$ cat config.mk
export PLATFORM = sky130hd
export DESIGN_NAME = pulse_sync_ctrl
export DESIGN_NICKNAME = d
export VERILOG_FILES = /design/src/rtl/pulse_sync_pkg.sv /design/src/rtl/pulse_sync_divider.sv /design/src/rtl/pulse_sync_ctrl.sv
export SDC_FILE = /design/constraint.sdc
export NUM_CORES = 1
export LEC_CHECK = 0
export BUFFER_PORTS_ARGS = -buffer_cell sky130_fd_sc_hd__buf_2
export CAP_MARGIN = 20
export CORE_MARGIN = 5
export CORE_UTILIZATION = 25
export DETAILED_ROUTE_END_ITERATION = 8
export PLACE_DENSITY = 0.39
export SLEW_MARGIN = 20
export SYNTH_ARGS = -nofsm -noshare
export SYNTH_HDL_FRONTEND = slang
export SYNTH_SLANG_ARGS = --single-unit
$ cat constraint.sdc
create_clock -name clk_i -period 8.02 [get_ports clk_i]
set_input_delay 2.406 -clock clk_i [delete_from_list [all_inputs] [get_ports clk_i]]
set_output_delay 2.406 -clock clk_i [all_outputs]
set_load 0.005 [all_outputs]
$ cat src/rtl/pulse_sync_pkg.sv
// Shared types for the RFID Rx pulse-width synchroniser.
package pulse_sync_pkg;

  typedef enum logic [2:0] {
    ST_RESET  = 3'd0,
    ST_IDLE   = 3'd1,
    ST_DIVIDE = 3'd2,
    ST_CHECK  = 3'd3,
    ST_EMIT   = 3'd4
  } state_t;

  localparam int CORR_THR_DEF = 4;

endpackage

$ cat src/rtl/pulse_sync_divider.sv
// Sequential restoring divider: one quotient bit per cycle, GAP_W cycles per divide.
// done_o marks the final iteration; quot_o/rem_o are valid from the next cycle.
module pulse_sync_divider #(
  parameter int GAP_W = 16,
  parameter int PW_W  = 9
) (
  input  logic             clk_i,
  input  logic             rst_n_i,
  input  logic             start_i,
  input  logic [GAP_W-1:0] dividend_i,
  input  logic [PW_W-1:0]  divisor_i,
  output logic             busy_o,
  output logic             done_o,
  output logic [GAP_W-1:0] quot_o,
  output logic [PW_W-1:0]  rem_o
);
  localparam int CW = $clog2(GAP_W);
  localparam logic [CW-1:0] LAST = CW'(GAP_W - 1);

  logic [GAP_W-1:0] quot_reg;
  logic [PW_W-1:0]  rem_reg;
  logic [PW_W-1:0]  div_reg;
  logic [CW-1:0]    cnt_reg;
  logic             busy_reg;
  logic [PW_W:0]    rem_sh;
  logic [PW_W-1:0]  rem_sub;
  logic             take;

  // Remainder always stays below the divisor, so PW_W bits hold it after each step.
  always_comb begin
    rem_sh  = {rem_reg, quot_reg[GAP_W-1]};
    take    = rem_sh >= {1'b0, div_reg};
    rem_sub = rem_sh[PW_W-1:0] - div_reg;
  end

  always_ff @(posedge clk_i or negedge rst_n_i) begin
    if (!rst_n_i) begin
      quot_reg <= '0;
      rem_reg  <= '0;
      div_reg  <= '0;
      cnt_reg  <= '0;
      busy_reg <= 1'b0;
    end else if (start_i) begin
      quot_reg <= dividend_i;
      rem_reg  <= '0;
      div_reg  <= divisor_i;
      cnt_reg  <= '0;
      busy_reg <= 1'b1;
    end else if (busy_reg) begin
      quot_reg <= {quot_reg[GAP_W-2:0], take};
      rem_reg  <= take ? rem_sub : rem_sh[PW_W-1:0];
      cnt_reg  <= cnt_reg + CW'(1);
      if (cnt_reg == LAST) busy_reg <= 1'b0;
    end
  end

  assign busy_o = busy_reg;
  assign done_o = busy_reg && (cnt_reg == LAST);
  assign quot_o = quot_reg;
  assign rem_o  = rem_reg;

endmodule

$ cat src/rtl/pulse_sync_ctrl.sv
// Edge-gap classifier, lock/drift tracker and half-bit symbol FIFO for the RFID Rx path.
module pulse_sync_ctrl
  import pulse_sync_pkg::*;
#(
  parameter int GAP_W      = 16,
  parameter int PW_W       = 9,
  parameter int LOCK_W     = 3,
  parameter int N_MAX      = 8,
  parameter int FIFO_DEPTH = 16,
  parameter int CORR_THR   = CORR_THR_DEF
) (
  input  logic              clk_i,
  input  logic              rst_n_i,
  input  logic [PW_W-1:0]   set_rate_i,
  input  logic [LOCK_W-1:0] set_lock_num_i,
  input  logic              set_lock_double_i,
  input  logic              sync_clr_i,
  input  logic              rise_valid_i,
  input  logic              fall_valid_i,
  input  logic [GAP_W-1:0]  gap_point_i,
  output logic              pulse_sync_o,
  output logic [PW_W-1:0]   pulse_width_o,
  output logic              err_lost_sync_o,
  output logic              err_overrun_o,
  output logic              err_overflow_o,
  output logic              sym_valid_o,
  output logic              sym_data_o,
  input  logic              sym_ready_i
);
  localparam int EW = $clog2(N_MAX + 1);
  localparam int AW = $clog2(FIFO_DEPTH);
  localparam int NW = PW_W + 1;

  state_t state_reg, state_next;
  logic [PW_W-1:0]   pw_reg;
  logic [NW-1:0]     pw_min_reg, pw_max_reg;
  logic              lock_reg, first_reg, lost_once_reg, cur_edge_reg, last_edge_reg, zero_div_reg;
  logic [LOCK_W-1:0] lock_cnt_reg;
  logic [GAP_W-1:0]  carry_reg, gap_reg, gap_sum_reg;
  logic [EW-1:0]     emit_cnt_reg;
  logic              err_lost_reg, err_overrun_reg, err_overflow_reg;
  logic [AW:0]       wr_ptr_reg, rd_ptr_reg;
  logic [FIFO_DEPTH-1:0] mem_bits;

  logic             strobe, div_start, div_busy, div_done;
  logic [GAP_W-1:0] div_q, gap_sat, pw_ext, gap_diff;
  logic [PW_W-1:0]  div_r;
  logic [GAP_W:0]   gap_sum;
  logic [NW-1:0]    half, upper, r_ext, n, rate_ext;
  logic             round_up, gap_valid, lock_qual, gap_above, corr_big, pw_up_ok, pw_dn_ok;
  logic             fifo_full, fifo_empty, push, pop, push_ok;

  assign strobe    = rise_valid_i | fall_valid_i;
  assign gap_sum   = {1'b0, gap_point_i} + {1'b0, carry_reg};
  assign gap_sat   = gap_sum[GAP_W] ? '1 : gap_sum[GAP_W-1:0];
  assign div_start = (state_reg == ST_IDLE) && strobe && (pw_reg != '0) && !sync_clr_i;
  assign rate_ext  = {1'b0, set_rate_i};

  pulse_sync_divider #(.GAP_W(GAP_W), .PW_W(PW_W)) u_div (
    .clk_i      (clk_i),
    .rst_n_i    (rst_n_i),
    .start_i    (div_start),
    .dividend_i (gap_sat),
    .divisor_i  (pw_reg),
    .busy_o     (div_busy),
    .done_o     (div_done),
    .quot_o     (div_q),
    .rem_o      (div_r)
  );

  // A remainder in the dead band around half a period is ambiguous and rejected.
  always_comb begin
    half      = {1'b0, pw_reg >> 1};
    upper     = {1'b0, pw_reg} - half;
    r_ext     = {1'b0, div_r};
    round_up  = r_ext > upper;
    n         = div_q[NW-1:0] + {{PW_W{1'b0}}, round_up};
    gap_valid = !zero_div_reg && (div_q <= GAP_W'(N_MAX)) && (n != '0) && (n <= NW'(N_MAX))
                && ((r_ext < half) || round_up)
                && !((n == NW'(1)) && (cur_edge_reg == last_edge_reg));
    lock_qual = gap_valid && (n == (set_lock_double_i ? NW'(2) : NW'(1)));
    pw_ext    = GAP_W'(pw_reg);
    gap_above = gap_sum_reg > pw_ext;
    gap_diff  = gap_above ? (gap_sum_reg - pw_ext) : (pw_ext - gap_sum_reg);
    corr_big  = gap_diff > GAP_W'(CORR_THR);
    pw_up_ok  = ({1'b0, pw_reg} < pw_max_reg) && (pw_reg != {PW_W{1'b1}});
    pw_dn_ok  = {1'b0, pw_reg} > pw_min_reg;
  end

  always_ff @(posedge clk_i or negedge rst_n_i) begin
    if (!rst_n_i) state_reg <= ST_RESET;
    else          state_reg <= state_next;
  end

  always_comb begin
    state_next = state_reg;
    case (state_reg)
      ST_RESET:  state_next = ST_IDLE;
      ST_IDLE:   if (strobe) state_next = (pw_reg == '0) ? ST_CHECK : ST_DIVIDE;
      ST_DIVIDE: if (div_done || !div_busy) state_next = ST_CHECK;
      ST_CHECK:  state_next = (lock_reg && gap_valid) ? ST_EMIT : ST_IDLE;
      ST_EMIT:   if (emit_cnt_reg <= EW'(1)) state_next = ST_IDLE;
      default:   state_next = ST_RESET;
    endcase
    if (sync_clr_i) state_next = ST_RESET;
  end

  always_ff @(posedge clk_i or negedge rst_n_i) begin
    if (!rst_n_i) begin
      pw_reg <= '0;  pw_min_reg <= '0;  pw_max_reg <= '0;
      lock_reg <= 1'b0;  first_reg <= 1'b0;  lost_once_reg <= 1'b0;
      cur_edge_reg <= 1'b0;  last_edge_reg <= 1'b0;  zero_div_reg <= 1'b0;
      lock_cnt_reg <= '0;  carry_reg <= '0;  gap_reg <= '0;  gap_sum_reg <= '0;
      emit_cnt_reg <= '0;  err_lost_reg <= 1'b0;  err_overrun_reg <= 1'b0;
    end else if (sync_clr_i) begin
      lock_reg        <= 1'b0;
      err_lost_reg    <= 1'b0;
      err_overrun_reg <= 1'b0;
    end else begin
      if (strobe && (state_reg != ST_IDLE)) err_overrun_reg <= 1'b1;
      case (state_reg)
        ST_RESET: begin
          pw_reg <= set_rate_i;
          pw_min_reg <= rate_ext - (rate_ext >> 2);
          pw_max_reg <= rate_ext + (rate_ext >> 2);
          lock_reg <= 1'b0;  lock_cnt_reg <= '0;  carry_reg <= '0;
          lost_once_reg <= 1'b0;  first_reg <= 1'b1;  last_edge_reg <= 1'b0;
        end
        ST_IDLE: if (strobe) begin
          gap_reg      <= gap_point_i;
          gap_sum_reg  <= gap_sat;
          cur_edge_reg <= rise_valid_i;
          zero_div_reg <= (pw_reg == '0);
        end
        ST_CHECK: begin
          emit_cnt_reg <= n[EW-1:0];
          if (gap_valid || first_reg) begin
            carry_reg <= '0;  last_edge_reg <= cur_edge_reg;
            lost_once_reg <= 1'b0;  first_reg <= 1'b0;
          end else begin
            carry_reg <= gap_reg;
            if (lock_reg && lost_once_reg) begin
              err_lost_reg <= 1'b1;  lock_reg <= 1'b0;
              lock_cnt_reg <= '0;  pw_reg <= set_rate_i;
            end else if (lock_reg) begin
              lost_once_reg <= 1'b1;
            end
          end
          if (!lock_reg) begin
            if (!first_reg) begin
              if (!lock_qual)                          lock_cnt_reg <= '0;
              else if (lock_cnt_reg < set_lock_num_i)  lock_cnt_reg <= lock_cnt_reg + LOCK_W'(1);
              else                                     lock_reg <= 1'b1;
            end
          end else if (gap_valid && (n == NW'(1)) && corr_big) begin
            if (gap_above && pw_up_ok)       pw_reg <= pw_reg + PW_W'(1);
            else if (!gap_above && pw_dn_ok) pw_reg <= pw_reg - PW_W'(1);
          end
        end
        ST_EMIT: emit_cnt_reg <= emit_cnt_reg - EW'(1);
        default: ;
      endcase
    end
  end

  // Extra pointer bit separates full from empty; a pop frees room for a same-cycle push.
  assign fifo_empty = (wr_ptr_reg == rd_ptr_reg);
  assign fifo_full  = (wr_ptr_reg[AW] != rd_ptr_reg[AW]) && (wr_ptr_reg[AW-1:0] == rd_ptr_reg[AW-1:0]);
  assign pop        = !fifo_empty && sym_ready_i;
  assign push       = (state_reg == ST_EMIT) && !sync_clr_i;
  assign push_ok    = push && (!fifo_full || pop);

  always_ff @(posedge clk_i or negedge rst_n_i) begin
    if (!rst_n_i) begin
      wr_ptr_reg <= '0;  rd_ptr_reg <= '0;  err_overflow_reg <= 1'b0;
    end else if (sync_clr_i) begin
      wr_ptr_reg <= '0;  rd_ptr_reg <= '0;  err_overflow_reg <= 1'b0;
    end else begin
      if (push_ok)         wr_ptr_reg <= wr_ptr_reg + (AW+1)'(1);
      if (pop)             rd_ptr_reg <= rd_ptr_reg + (AW+1)'(1);
      if (push && !push_ok) err_overflow_reg <= 1'b1;
    end
  end

  for (genvar gi = 0; gi < FIFO_DEPTH; gi++) begin : g_mem
    logic cell_reg;
    always_ff @(posedge clk_i) begin
      if (push_ok && (wr_ptr_reg[AW-1:0] == AW'(gi))) cell_reg <= ~cur_edge_reg;
    end
    assign mem_bits[gi] = cell_reg;
  end

  assign pulse_sync_o    = lock_reg;
  assign pulse_width_o   = pw_reg;
  assign err_lost_sync_o = err_lost_reg;
  assign err_overrun_o   = err_overrun_reg;
  assign err_overflow_o  = err_overflow_reg;
  assign sym_valid_o     = !fifo_empty;
  assign sym_data_o      = !fifo_empty && mem_bits[rd_ptr_reg[AW-1:0]];

endmodule

==> run summary, run 1 <==
• completed — outcome
• sky130_fd_sc_hd__nor2_1 — cell occurring most often along the worst timing path
• 29 — FF-to-FF path depth
• 160 — clock sink total
• sky130_fd_sc_hd__a211oi_1 — cell with the biggest individual delay on the critical path
• 0 — Antenna Diode Count
• 0.874 ns — final setup slack of the worst path
• pulse_width_o[2] — R2R Path Start
• 160 — number of flip-flops and latches in the synthesized netlist
• 34.4% — max_slew headroom
• 8.41 ns — Worst EP required
• reg -> reg — type of the tightest min-delay check
• 11 — peak fanout along the critical path
• pw_max_reg[8] — Worst Hold Launch
• 22.5% — met2 capacity usage during global routing
• 1549 — NumNets Final
• 2.79 mW — internal power component
• 10200 — number of global-route vias before repair
• 0.07 ns — clock-pin slew of the registers on the worst-case setup and hold paths
• 7350 sq um — area of the multi-input gates
• 380 nW/um^2 — power density relative to cell area
• 9845 — DR vias
• 0.80 ns — Slowest Stage Delay on Critical Path
• flip-flop — kind of start point of the critical path
• met2 — layer carrying the most global-route usage
• sky130_fd_sc_hd__dfrtp_1 — library cell occupying the most area in the post-synthesis netlist
• 7.54 ns — data arrival time of the critical path
• reg -> reg — critical setup path kind
• 0 — final setup violation count
• 0 — final max-slew violation count
• 52700 sq um — full die area
• 0 — # Max-Cap Violations
• 90.0% — Async SR Flop Fraction
• 56.4% — logic gate share of total power
• 4080 sq um — sequential standard cell area
• 230 um — Die X-Extent
• 17.9 um — routed length per placed instance
• 58500 um — global-route wire length before repair
• 0.978 ns — transition at the pin with the smallest max-transition slack
• 140 MHz — peak clock frequency supported by timing
• 13.9% — overall fraction of global-route tracks in use
• 2 — maximum clock path buffer count
• 33.9% — sequential area share after synthesis
• 0 — Synthesis Warnings
• 89.1% — share of the cycle needed by the critical path after routing
• 46.0% — switch share
• 80 — standard-cell row count
• 0 — Remaining Overflow, GRT
• 2.34% — met3 track utilization from global routing
• 0.46 ns — clock insertion delay at the later pin of the skew report
• 0 — Hold Buf Count CTS
• 0 — number of design rule violations left after detail routing
• 0.795 — weighted congestion reported at the end of routability-driven placement
• 47700 sq um — core area
• 1531 — net count after synthesis
• 50 — I/O pin total
• 2.37 mW — net load switching power
• flip-flop — kind of end point of the critical path
• sky130_fd_sc_hd__dfrtp_1, sky130_fd_sc_hd__ha_1, sky130_fd_sc_hd__edfxtp_1 — main area contributors after synthesis
• 17.2% — share of power burned in the clock network
• 0 ns — Setup TNS Final
• 0 — antenna-violating nets left
• 0.0191 ns — post-route clock skew
• 35900 um — final routed wirelength across all metal layers
• 16 — number of enable-type register cells in the synthesized netlist
• built — TritonCTS clock tree
• 26.4% — fraction of power consumed by sequential logic
• 1359 — Post-Syn Instances
• 19.4% — grt met1 use
• 5.90 nW — static power due to leakage
• no — unrepaired setup endpoints after global routing
• lock_cnt_reg[0] — worst r2r dst
• 7 — number of detailed-route iterations in the first pass
• 4 — number of H-tree branching levels
• 8.87 sq um — mean instance size in the synthesized netlist
• 0 — total setup buffers inserted after CTS
• 4.91 — average via count per standard cell
• 0.937 ns — pre-CTS WS
• 26700 um — estimated wirelength of the detail-placed design
• 49 — port bufs
• 0 — number of hold violations in the final report
• sky130_fd_sc_hd__dfrtp_1 — leading register cell type out of synthesis
• 7.15 ns — final critical delay including setup and external delays
• 2 — number of cells traversed by the worst hold path
• 10.8% — fraction of final layout cells sized beyond drive strength 1
• 536 — DRT iter0 DRCs
• 12000 sq um — post-synth design cell area
• pw_max_reg[8] — endpoint with the worst hold slack
• 0.87 ns — R2R Setup Slk
• 17 — total CTS buffers
• 0.150 mV — peak ir drop on the vdd network
• 25.2% — Initial Utilization
• 12.7% — area added between synthesis and finish
• 0 — cells resized by post-CTS repair
• 0 — number of antenna violations at the first check in global routing
• 84 — count of distinct cell types in the synthesized netlist
• sky130_fd_sc_hd__clkbuf_16 — clock tree root buffer cell
• 85 — pin count of the biggest net entering global routing
• 29.9% — share of the synthesized area in the top cell type
• 230 um — height of the die
• 5099 — Fillers
• 5.16 mW — total power consumption of the routed design
-- power groups by stage --
stage               Clock [mW]  Sequential (mW)  Combinational (mW)
detailed placement           0             1.38                2.91
finish                   0.890             1.36                2.91
global placement             0             1.38                2.91
global route             0.948             1.41                3.32
floorplan                    0             1.27                2.19
CTS                      0.921             1.37                2.93
-- routing by layer --
metal | part of all wire [%] | vias up
met3 | 2.7 | 26
met5 | 0 | -
met2 | 46 | 121
li1 | - | 4899
met1 | 50 | 4799
met4 | 1.3 | 0
-- stage by stage --
stage               instance area (sq um)  cells  hold WS (ns)  utilization, %
floorplan                           12000   1359         0.437               -
global placement                    12900   1973         0.466            27.1
detailed placement                  12900   1973         0.472            27.1
CTS                                 13600   2005         0.488            28.4
global route                        13600   2005         0.495            28.4
finish                              13600   2005         0.480            28.4
-- cell usage after synthesis, types with 8 or more instances --
library cell               instances
sky130_fd_sc_hd__a31oi_1          34
sky130_fd_sc_hd__nand4_1          15
sky130_fd_sc_hd__or3_1            10
sky130_fd_sc_hd__o21bai_1         11
sky130_fd_sc_hd__dfrtp_1         144
sky130_fd_sc_hd__o211ai_1         11
sky130_fd_sc_hd__a211oi_1         21
sky130_fd_sc_hd__nor3_1           30
sky130_fd_sc_hd__inv_1           102
sky130_fd_sc_hd__edfxtp_1         16
sky130_fd_sc_hd__xor2_1           16
sky130_fd_sc_hd__mux2_2           21
sky130_fd_sc_hd__a21o_1           27
sky130_fd_sc_hd__ha_1            130
sky130_fd_sc_hd__nor4_1           11
sky130_fd_sc_hd__and2_1            9
sky130_fd_sc_hd__nand2_1         126
sky130_fd_sc_hd__nand3_1          22
sky130_fd_sc_hd__o21a_1           15
sky130_fd_sc_hd__mux2i_1          12
sky130_fd_sc_hd__a21oi_1          78
sky130_fd_sc_hd__nand2b_1         15
sky130_fd_sc_hd__nor2b_1          25
sky130_fd_sc_hd__a22oi_1           9
sky130_fd_sc_hd__o31ai_1           8
sky130_fd_sc_hd__xnor2_1          47
sky130_fd_sc_hd__clkbuf_1         59
sky130_fd_sc_hd__nor2_1          116
sky130_fd_sc_hd__and3_1            8
sky130_fd_sc_hd__o21ai_0          82
-- logic make-up (layout without fill, tap and decap cells) --
logic type               after synthesis  in the layout  share of synthesized area, %
adder cells (fa/ha/maj)              137            137                          14.7
XOR/XNOR                              63             63                          4.58
AND/OR/NAND/NOR                      413            413                          16.6
AO/OA/AOI/OAI                        379            379                          21.0
buffers and inverters                168            199                          5.29
multiplexers                          39             39                          4.02
flip-flops                           160            160                          33.9
-- critical path, delay by kind of cell (launching register included) --
family,cells,cell delay (ns)
buffers and inverters,1,0.30
xor gates and xnor gates,2,0.23
muxes,2,0.45
DFF,1,0.64
and+or+nand+nor,9,1.44
adders and majority gates,4,1.29
AOI/OAI and AO/OA,11,2.72
-- worst max-delay path by stage --
| stage | from | endpoint | cells after the start |
|---|---|---|---|
| after floorplan | pulse_width_o[1] | lock_cnt_reg[0] | 29 |
| after global placement | pulse_width_o[0] | lock_cnt_reg[0] | 30 |
| after detailed placement | pulse_width_o[0] | lock_cnt_reg[0] | 30 |
| after CTS | pulse_width_o[0] | lock_cnt_reg[0] | 30 |
| after global routing | pulse_width_o[2] | lock_cnt_reg[0] | 29 |
| final | pulse_width_o[2] | lock_cnt_reg[0] | 29 |
-- final cells by class --
type                    count  share of cell area [%]
clock buffers              19                    3.35
clock inverters            13                    1.23
inverters                 102                    2.82
multi-input cells        1031                    54.1
flip-flops and latches    160                    30.1
well taps                 615                    5.67
repair buffers             65                    2.74
-- cell usage in the layout, fill, tap and decap left out, types with 11 or more instances in the layout --
master                      Yosys  layout
sky130_fd_sc_hd__a21oi_1       78      78
sky130_fd_sc_hd__o21a_1        15      15
sky130_fd_sc_hd__mux2i_1       12      12
sky130_fd_sc_hd__mux2_2        21      21
sky130_fd_sc_hd__inv_1        102     102
sky130_fd_sc_hd__nand2b_1      15      15
sky130_fd_sc_hd__buf_4          0      16
sky130_fd_sc_hd__nand4_1       15      15
sky130_fd_sc_hd__nand3_1       22      22
sky130_fd_sc_hd__o211ai_1      11      11
sky130_fd_sc_hd__o21bai_1      11      11
sky130_fd_sc_hd__xor2_1        16      16
sky130_fd_sc_hd__xnor2_1       47      47
sky130_fd_sc_hd__buf_2          5      48
sky130_fd_sc_hd__a21o_1        27      27
sky130_fd_sc_hd__nor2b_1       25      25
sky130_fd_sc_hd__edfxtp_1      16      16
sky130_fd_sc_hd__clkbuf_16      0      18
sky130_fd_sc_hd__nor3_1        30      29
sky130_fd_sc_hd__ha_1         130     130
sky130_fd_sc_hd__a211oi_1      21      21
sky130_fd_sc_hd__o21ai_0       82      82
sky130_fd_sc_hd__nor2_1       116     114
sky130_fd_sc_hd__a31oi_1       34      34
sky130_fd_sc_hd__dfrtp_1      144     144
sky130_fd_sc_hd__nand2_1      126     126
(Power assumes the default switching activity.)
==> run 2: changes to the inputs <==
- clock period: 8.02 -> 7.5 ns (I/O delays scaled with it)
==> run summary, run 2 (same netlist as run 1, synthesis figures left out) <==
• completed — outcome
• 2 — maximum clock path buffer count, unchanged
• 0 — total setup buffers inserted after CTS, unchanged
• 5085 — Fillers, -0.27%
• 13500 sq um — post-route cell area, -0.23%
• 25.2% — Initial Utilization, unchanged
• 0 ns — Setup TNS Final, unchanged
• pulse_width_o[0] — R2R Path Start
• 36.8% — max_slew headroom, +2.3 points
• 80 — standard-cell row count, unchanged
• 0.949 ns — transition at the pin with the smallest max-transition slack, -0.0293 ns
• 0.134 mV — peak ir drop on the vdd network, -10%
• 9 — peak fanout along the critical path, -2
• 0 — number of design rule violations left after detail routing, unchanged
• sky130_fd_sc_hd__nor2_1 — cell occurring most often along the worst timing path
• 7.14 ns — data arrival time of the critical path, -0.40 ns
• 31 — FF-to-FF path depth, +6.9%
• 10.8% — fraction of final layout cells sized beyond drive strength 1, +0.041 points
• sky130_fd_sc_hd__dfrtp_1, sky130_fd_sc_hd__ha_1, sky130_fd_sc_hd__nand2_1 — most frequent cells in the layout
• 148 MHz — peak clock frequency supported by timing, +5.9%
• 12.5% — area added between synthesis and finish
• 5 — number of detailed-route iterations in the first pass, -2
• 0 — number of antenna violations at the first check in global routing, unchanged
• 0 — cells resized by post-CTS repair, unchanged
• 0.840 — weighted congestion reported at the end of routability-driven placement, +5.7%
• 536 — DRT iter0 DRCs, unchanged
• flip-flop — kind of start point of the critical path
• 55 — pin count of the biggest net entering global routing, -35%
• 52700 sq um — full die area, unchanged
• 5.46 mW — total power consumption of the routed design, +5.8%
• sky130_fd_sc_hd__dfrtp_1 — commonest non-fill, non-tap cell in the layout
• 403 nW/um^2 — power density relative to cell area, +6.1%
• 0 — number of hold violations in the final report, unchanged
• 4.88 — average via count per standard cell, -0.64%
• 4 — number of H-tree branching levels, unchanged
• 1553 — NumNets Final, +0.26%
• 50 — I/O pin total, unchanged
• 47700 sq um — core area, unchanged
• 230 um — Die X-Extent, unchanged
• 0 — Remaining Overflow, GRT, unchanged
• 49 — port bufs, unchanged
• 13.7% — overall fraction of global-route tracks in use, -0.28 points
• 18.1 um — routed length per placed instance, +1.0%
• 0 — Antenna Diode Count, unchanged
• 36300 um — final routed wirelength across all metal layers, +1.2%
• 2 — number of cells traversed by the worst hold path, unchanged
• built — TritonCTS clock tree
• 17 — total CTS buffers, unchanged
• 0 — # Max-Cap Violations, unchanged
• 90.0% — share of the cycle needed by the critical path after routing, +0.87 points
• 0 — antenna-violating nets left, unchanged
• 9802 — DR vias, -0.44%
• lock_cnt_reg[0] — worst r2r dst
• 0 — Hold Buf Count CTS, unchanged
• pw_max_reg[6] — Worst Hold Launch
• 160 — clock sink total, unchanged
• sky130_fd_sc_hd__nor4b_1 — cell with the biggest individual delay on the critical path
• 0.46 ns — clock insertion delay at the later pin of the skew report, about the same
• pw_max_reg[6] — endpoint with the worst hold slack
• 5.89 nW — static power due to leakage, -0.24%
• 57100 um — global-route wire length before repair, -2.4%
• 0 — final setup violation count, unchanged
• no — unrepaired setup endpoints after global routing
• 0.0200 ns — post-route clock skew, +0.000900 ns
• 0.75 ns — R2R Setup Slk, -0.12 ns
• sky130_fd_sc_hd__clkbuf_16 — clock tree root buffer cell
• 9714 — number of global-route vias before repair, -4.3%
• 0 — final max-slew violation count, unchanged
• 0.07 ns — clock-pin slew of the registers on the worst-case setup and hold paths, about the same
• reg -> reg — type of the tightest min-delay check
• 27000 um — estimated wirelength of the detail-placed design, +1.0%
• 230 um — height of the die, unchanged
• 13000 sq um — placed inst area, +0.23%
• reg -> reg — critical setup path kind
• 6.75 ns — final critical delay including setup and external delays, -0.398 ns
• 0.72 ns — Slowest Stage Delay on Critical Path, -0.08 ns
• 7.89 ns — Worst EP required, -0.52 ns
• flip-flop — kind of end point of the critical path
[run 2: cell types whose count changed in the layout (fill, tap and decap cells not counted)]
cell                         before  now
sky130_fd_sc_hd__clkbuf_2         1    0
sky130_fd_sc_hd__buf_4           16   20
sky130_fd_sc_hd__clkinvlp_4       0    1
sky130_fd_sc_hd__bufinv_16        2    1
sky130_fd_sc_hd__clkbuf_16       18   17
sky130_fd_sc_hd__clkinv_8         1    0
sky130_fd_sc_hd__clkinv_1         0    1
sky130_fd_sc_hd__clkbuf_1         0    2
sky130_fd_sc_hd__inv_6            3    2
sky130_fd_sc_hd__clkinv_2         1    2
[run 2: final cells by class]
type / count / area [sq um] / share of cell area (%)
Sequential cell: 160 / 4080 / 30.1
Timing Repair Buffer: 69 / 402 / 2.96
Clock buffer: 19 / 433 / 3.20
Multi-Input combinational cell: 1031 / 7350 / 54.2
Inverter: 102 / 383 / 2.83
Clock inverter: 13 / 129 / 0.951
Tap cell: 615 / 769 / 5.68
[run 2: worst max-delay path by stage]
| stage | start | to | depth (start not counted) |
|---|---|---|---|
| 3_5_place_dp | pulse_width_o[0] | lock_cnt_reg[0] | 31 |
| 3_3_place_gp | pulse_width_o[0] | lock_cnt_reg[0] | 31 |
| 2_1_floorplan | pulse_width_o[1] | lock_cnt_reg[0] | 29 |
| 6_report | pulse_width_o[0] | lock_cnt_reg[0] | 31 |
| 4_1_cts | pulse_width_o[0] | lock_cnt_reg[0] | 31 |
| 5_1_grt | pulse_width_o[0] | lock_cnt_reg[0] | 31 |
[run 2: where the power goes]
group	internal, mW	switching (mW)
Clock	0.464	0.404
Sequential	1.15	0.287
Combinational	1.32	1.83
[run 2: stage by stage]
stage | hold slack, ns | utilization [%] | setup WS (ns) | std cells
after floorplan | 0.437 | - | 1.86 | 1359
final | 0.476 | 28.4 | 0.752 | 2009
after CTS | 0.487 | 28.4 | 0.760 | 2009
after global placement | 0.463 | 27.2 | 1.02 | 1977
after global routing | 0.501 | 28.4 | 0.146 | 2009
after detailed placement | 0.468 | 27.2 | 0.822 | 1977
[run 2: per-layer routing]
layer  global-route usage (%)  up-vias  part of all wire (%)  wire length, um
li1                         -     4900                     -                -
met1                     18.9     4726                    49            17700
met2                     22.0      148                    47            16900
met3                     2.38       28                   3.0             1070
met4                     3.89        0                   1.8              643
met5                        0        -                     0                0
[run 2: critical path: cells and delay by family (launching register included)]
family | cells | cell delay, ns
fa+ha+maj | 5 | 1.38
xor+xnor | 2 | 0.22
buf+inv | 3 | 0.55
mux | 2 | 0.45
flops | 1 | 0.49
simple gates | 10 | 1.66
compound gates | 9 | 1.91
==> run 3: changes to the inputs <==
- PLACE_DENSITY: 0.39 -> not set
==> run summary, run 3 (same netlist as run 1, synthesis figures left out) <==
• 7.86 ns — Worst EP required, -0.03 ns
• 230 um — height of the die, unchanged
• 57.4% — logic gate share of total power, -0.4 points
• 49 — port bufs, unchanged
• 4 — number of H-tree branching levels, unchanged
• 1.02 ns — transition at the pin with the smallest max-transition slack, +0.0667 ns
• 9784 — number of global-route vias before repair, +0.72%
• 0.66 ns — R2R Setup Slk, -0.09 ns
• 399 nW/um^2 — power density relative to cell area, -0.99%
• no — unrepaired setup endpoints after global routing
• 0 — number of antenna violations at the first check in global routing, unchanged
• sky130_fd_sc_hd__nor4b_1 — cell with the biggest individual delay on the critical path
• 91.2% — share of the cycle needed by the critical path after routing, +1.2 points
• pw_min_reg[4] — Worst Hold Launch
• 53600 um — global-route wire length before repair, -6.1%
• 0 — # Max-Cap Violations, unchanged
• 0 — final setup violation count, unchanged
• 0.899 — weighted congestion reported at the end of routability-driven placement, +7.1%
• built — TritonCTS clock tree
• 10.7% — fraction of final layout cells sized beyond drive strength 1, -0.11 points
• sky130_fd_sc_hd__dfrtp_1 — commonest non-fill, non-tap cell in the layout
• 25000 um — estimated wirelength of the detail-placed design, -7.3%
• 146 MHz — peak clock frequency supported by timing, -1.4%
• 0 — final max-slew violation count, unchanged
• 0.236 mV — peak ir drop on the vdd network, +76%
• 26.9% — fraction of power consumed by sequential logic, +0.6 points
• 2.47 mW — net load switching power, -2.3%
• 28.3% — Layout Utilization, -0.060 points
• completed — outcome
• 0 — number of hold violations in the final report, unchanged
• 0 — Hold Buf Count CTS, unchanged
• 230 um — Die X-Extent, unchanged
• 52700 sq um — full die area, unchanged
• 754 — DRT iter0 DRCs, +41%
• 17 — total CTS buffers, unchanged
• 45.7% — switch share, -0.52 points
• 4080 sq um — sequential standard cell area, unchanged
• 2.93 mW — internal power component, -0.24%
• flip-flop — kind of end point of the critical path
• 47700 sq um — core area, unchanged
• 0 — Antenna Diode Count, unchanged
• 106 — pin count of the biggest net entering global routing, +93%
• 4985 — Fillers, -2.0%
• 0.63 ns — Slowest Stage Delay on Critical Path, -0.09 ns
• 0 — cells resized by post-CTS repair, unchanged
• 30 — FF-to-FF path depth, -3.2%
• 1549 — NumNets Final, -0.26%
• 0.07 ns — clock-pin slew of the registers on the worst-case setup and hold paths, about the same
• sky130_fd_sc_hd__dfrtp_1, sky130_fd_sc_hd__ha_1, sky130_fd_sc_hd__nand2_1 — most frequent cells in the layout
• pw_min_reg[4] — endpoint with the worst hold slack
• 6.84 ns — final critical delay including setup and external delays, +0.0936 ns
• 15.8% — share of power burned in the clock network, about the same
• 13500 sq um — post-route cell area, -0.21%
• 0 — antenna-violating nets left, unchanged
• 10000 — DR vias, +2.3%
• pulse_width_o[0] — R2R Path Start
• flip-flop — kind of start point of the critical path
• lock_cnt_reg[0] — worst r2r dst
• 12.2% — area added between synthesis and finish
• 9 — peak fanout along the critical path, unchanged
• 16.4 um — routed length per placed instance, -9.1%
• 7.21 ns — data arrival time of the critical path, +0.07 ns
• 0 ns — Setup TNS Final, unchanged
• sky130_fd_sc_hd__clkbuf_16 — clock tree root buffer cell
• 0 — Remaining Overflow, GRT, unchanged
• 160 — clock sink total, unchanged
• 12.4% — overall fraction of global-route tracks in use, -1.2 points
• 5.00 — average via count per standard cell, +2.5%
• 2 — number of cells traversed by the worst hold path, unchanged
• 0 — number of design rule violations left after detail routing, unchanged
• 2 — maximum clock path buffer count, unchanged
• 0.0128 ns — post-route clock skew, -0.00723 ns
• 5.87 nW — static power due to leakage, -0.28%
• 7340 sq um — area of the multi-input gates, -0.10%
• reg -> reg — type of the tightest min-delay check
• 5 — number of detailed-route iterations in the first pass, unchanged
• 32.1% — max_slew headroom, -4.7 points
• 32900 um — final routed wirelength across all metal layers, -9.2%
• reg -> reg — critical setup path kind
• 12900 sq um — placed inst area, -0.31%
• 0 — total setup buffers inserted after CTS, unchanged
• sky130_fd_sc_hd__nor2_1 — cell occurring most often along the worst timing path
• 25.2% — Initial Utilization, unchanged
• 80 — standard-cell row count, unchanged
• 0.43 ns — clock insertion delay at the later pin of the skew report, -0.03 ns
• 50 — I/O pin total, unchanged
## run 3: cell types whose count changed in the layout (fill, tap and decap cells not counted), sizes merged
cell and delta:
clkbuf -1, buf -4, clkinvlp +1
## run 3: cell type report
class	count	area share [%]
clock buffer	18	3.25
clock inverter	14	0.972
inverter	102	2.83
multi-input combinational	1031	54.3
sequential	160	30.2
tap	615	5.69
timing repair buffer	65	2.75
## run 3: worst max-delay path by stage
stage               depth (start not counted)               to              from
global route                               30  lock_cnt_reg[0]  pulse_width_o[0]
detailed placement                         30  lock_cnt_reg[0]  pulse_width_o[0]
finish                                     30  lock_cnt_reg[0]  pulse_width_o[0]
global placement                           30  lock_cnt_reg[0]  pulse_width_o[0]
CTS                                        30  lock_cnt_reg[0]  pulse_width_o[0]
floorplan                                  29  lock_cnt_reg[0]  pulse_width_o[1]
## run 3: stage by stage
stage	power, mW	setup WS [ns]	std cells	hold WS, ns
final	5.40	0.658	2005	0.480
after global routing	5.88	0.152	2005	0.505
after CTS	5.39	0.771	2004	0.486
after detailed placement	4.52	0.836	1972	0.466
after global placement	4.44	1.09	1972	0.463
after floorplan	3.70	1.86	1359	0.437
## run 3: critical path: cells and delay by family (launching register included)
family	cells	cell delay [ns]
buffers and inverters	2	0.31
XOR/XNOR	2	0.25
AO/OA/AOI/OAI	9	2.14
AND/OR/NAND/NOR	10	1.61
adder cells (fa/ha/maj)	5	1.50
multiplexers	2	0.45
flip-flops	1	0.48
## run 3: metal layers
| layer | up-vias | wire [um] | part of all wire [%] | GRT usage (%) |
|---|---|---|---|---|
| met5 | - | 0 | 0 | 0 |
| met4 | 0 | 631 | 1.9 | 4.04 |
| met3 | 36 | 1220 | 3.7 | 1.67 |
| met2 | 196 | 15400 | 47 | 20.0 |
| met1 | 4887 | 15700 | 48 | 17.2 |
| li1 | 4904 | - | - | - |
## run 3: power groups by stage
stage                     clock network, mW  registers (mW)  logic, mW
after floorplan                           0            1.36       2.34
after global placement                    0            1.45       2.99
after detailed placement                  0            1.46       3.06
after CTS                             0.867            1.45       3.08
after global routing                  0.907            1.49       3.49
final                                 0.851            1.45       3.10
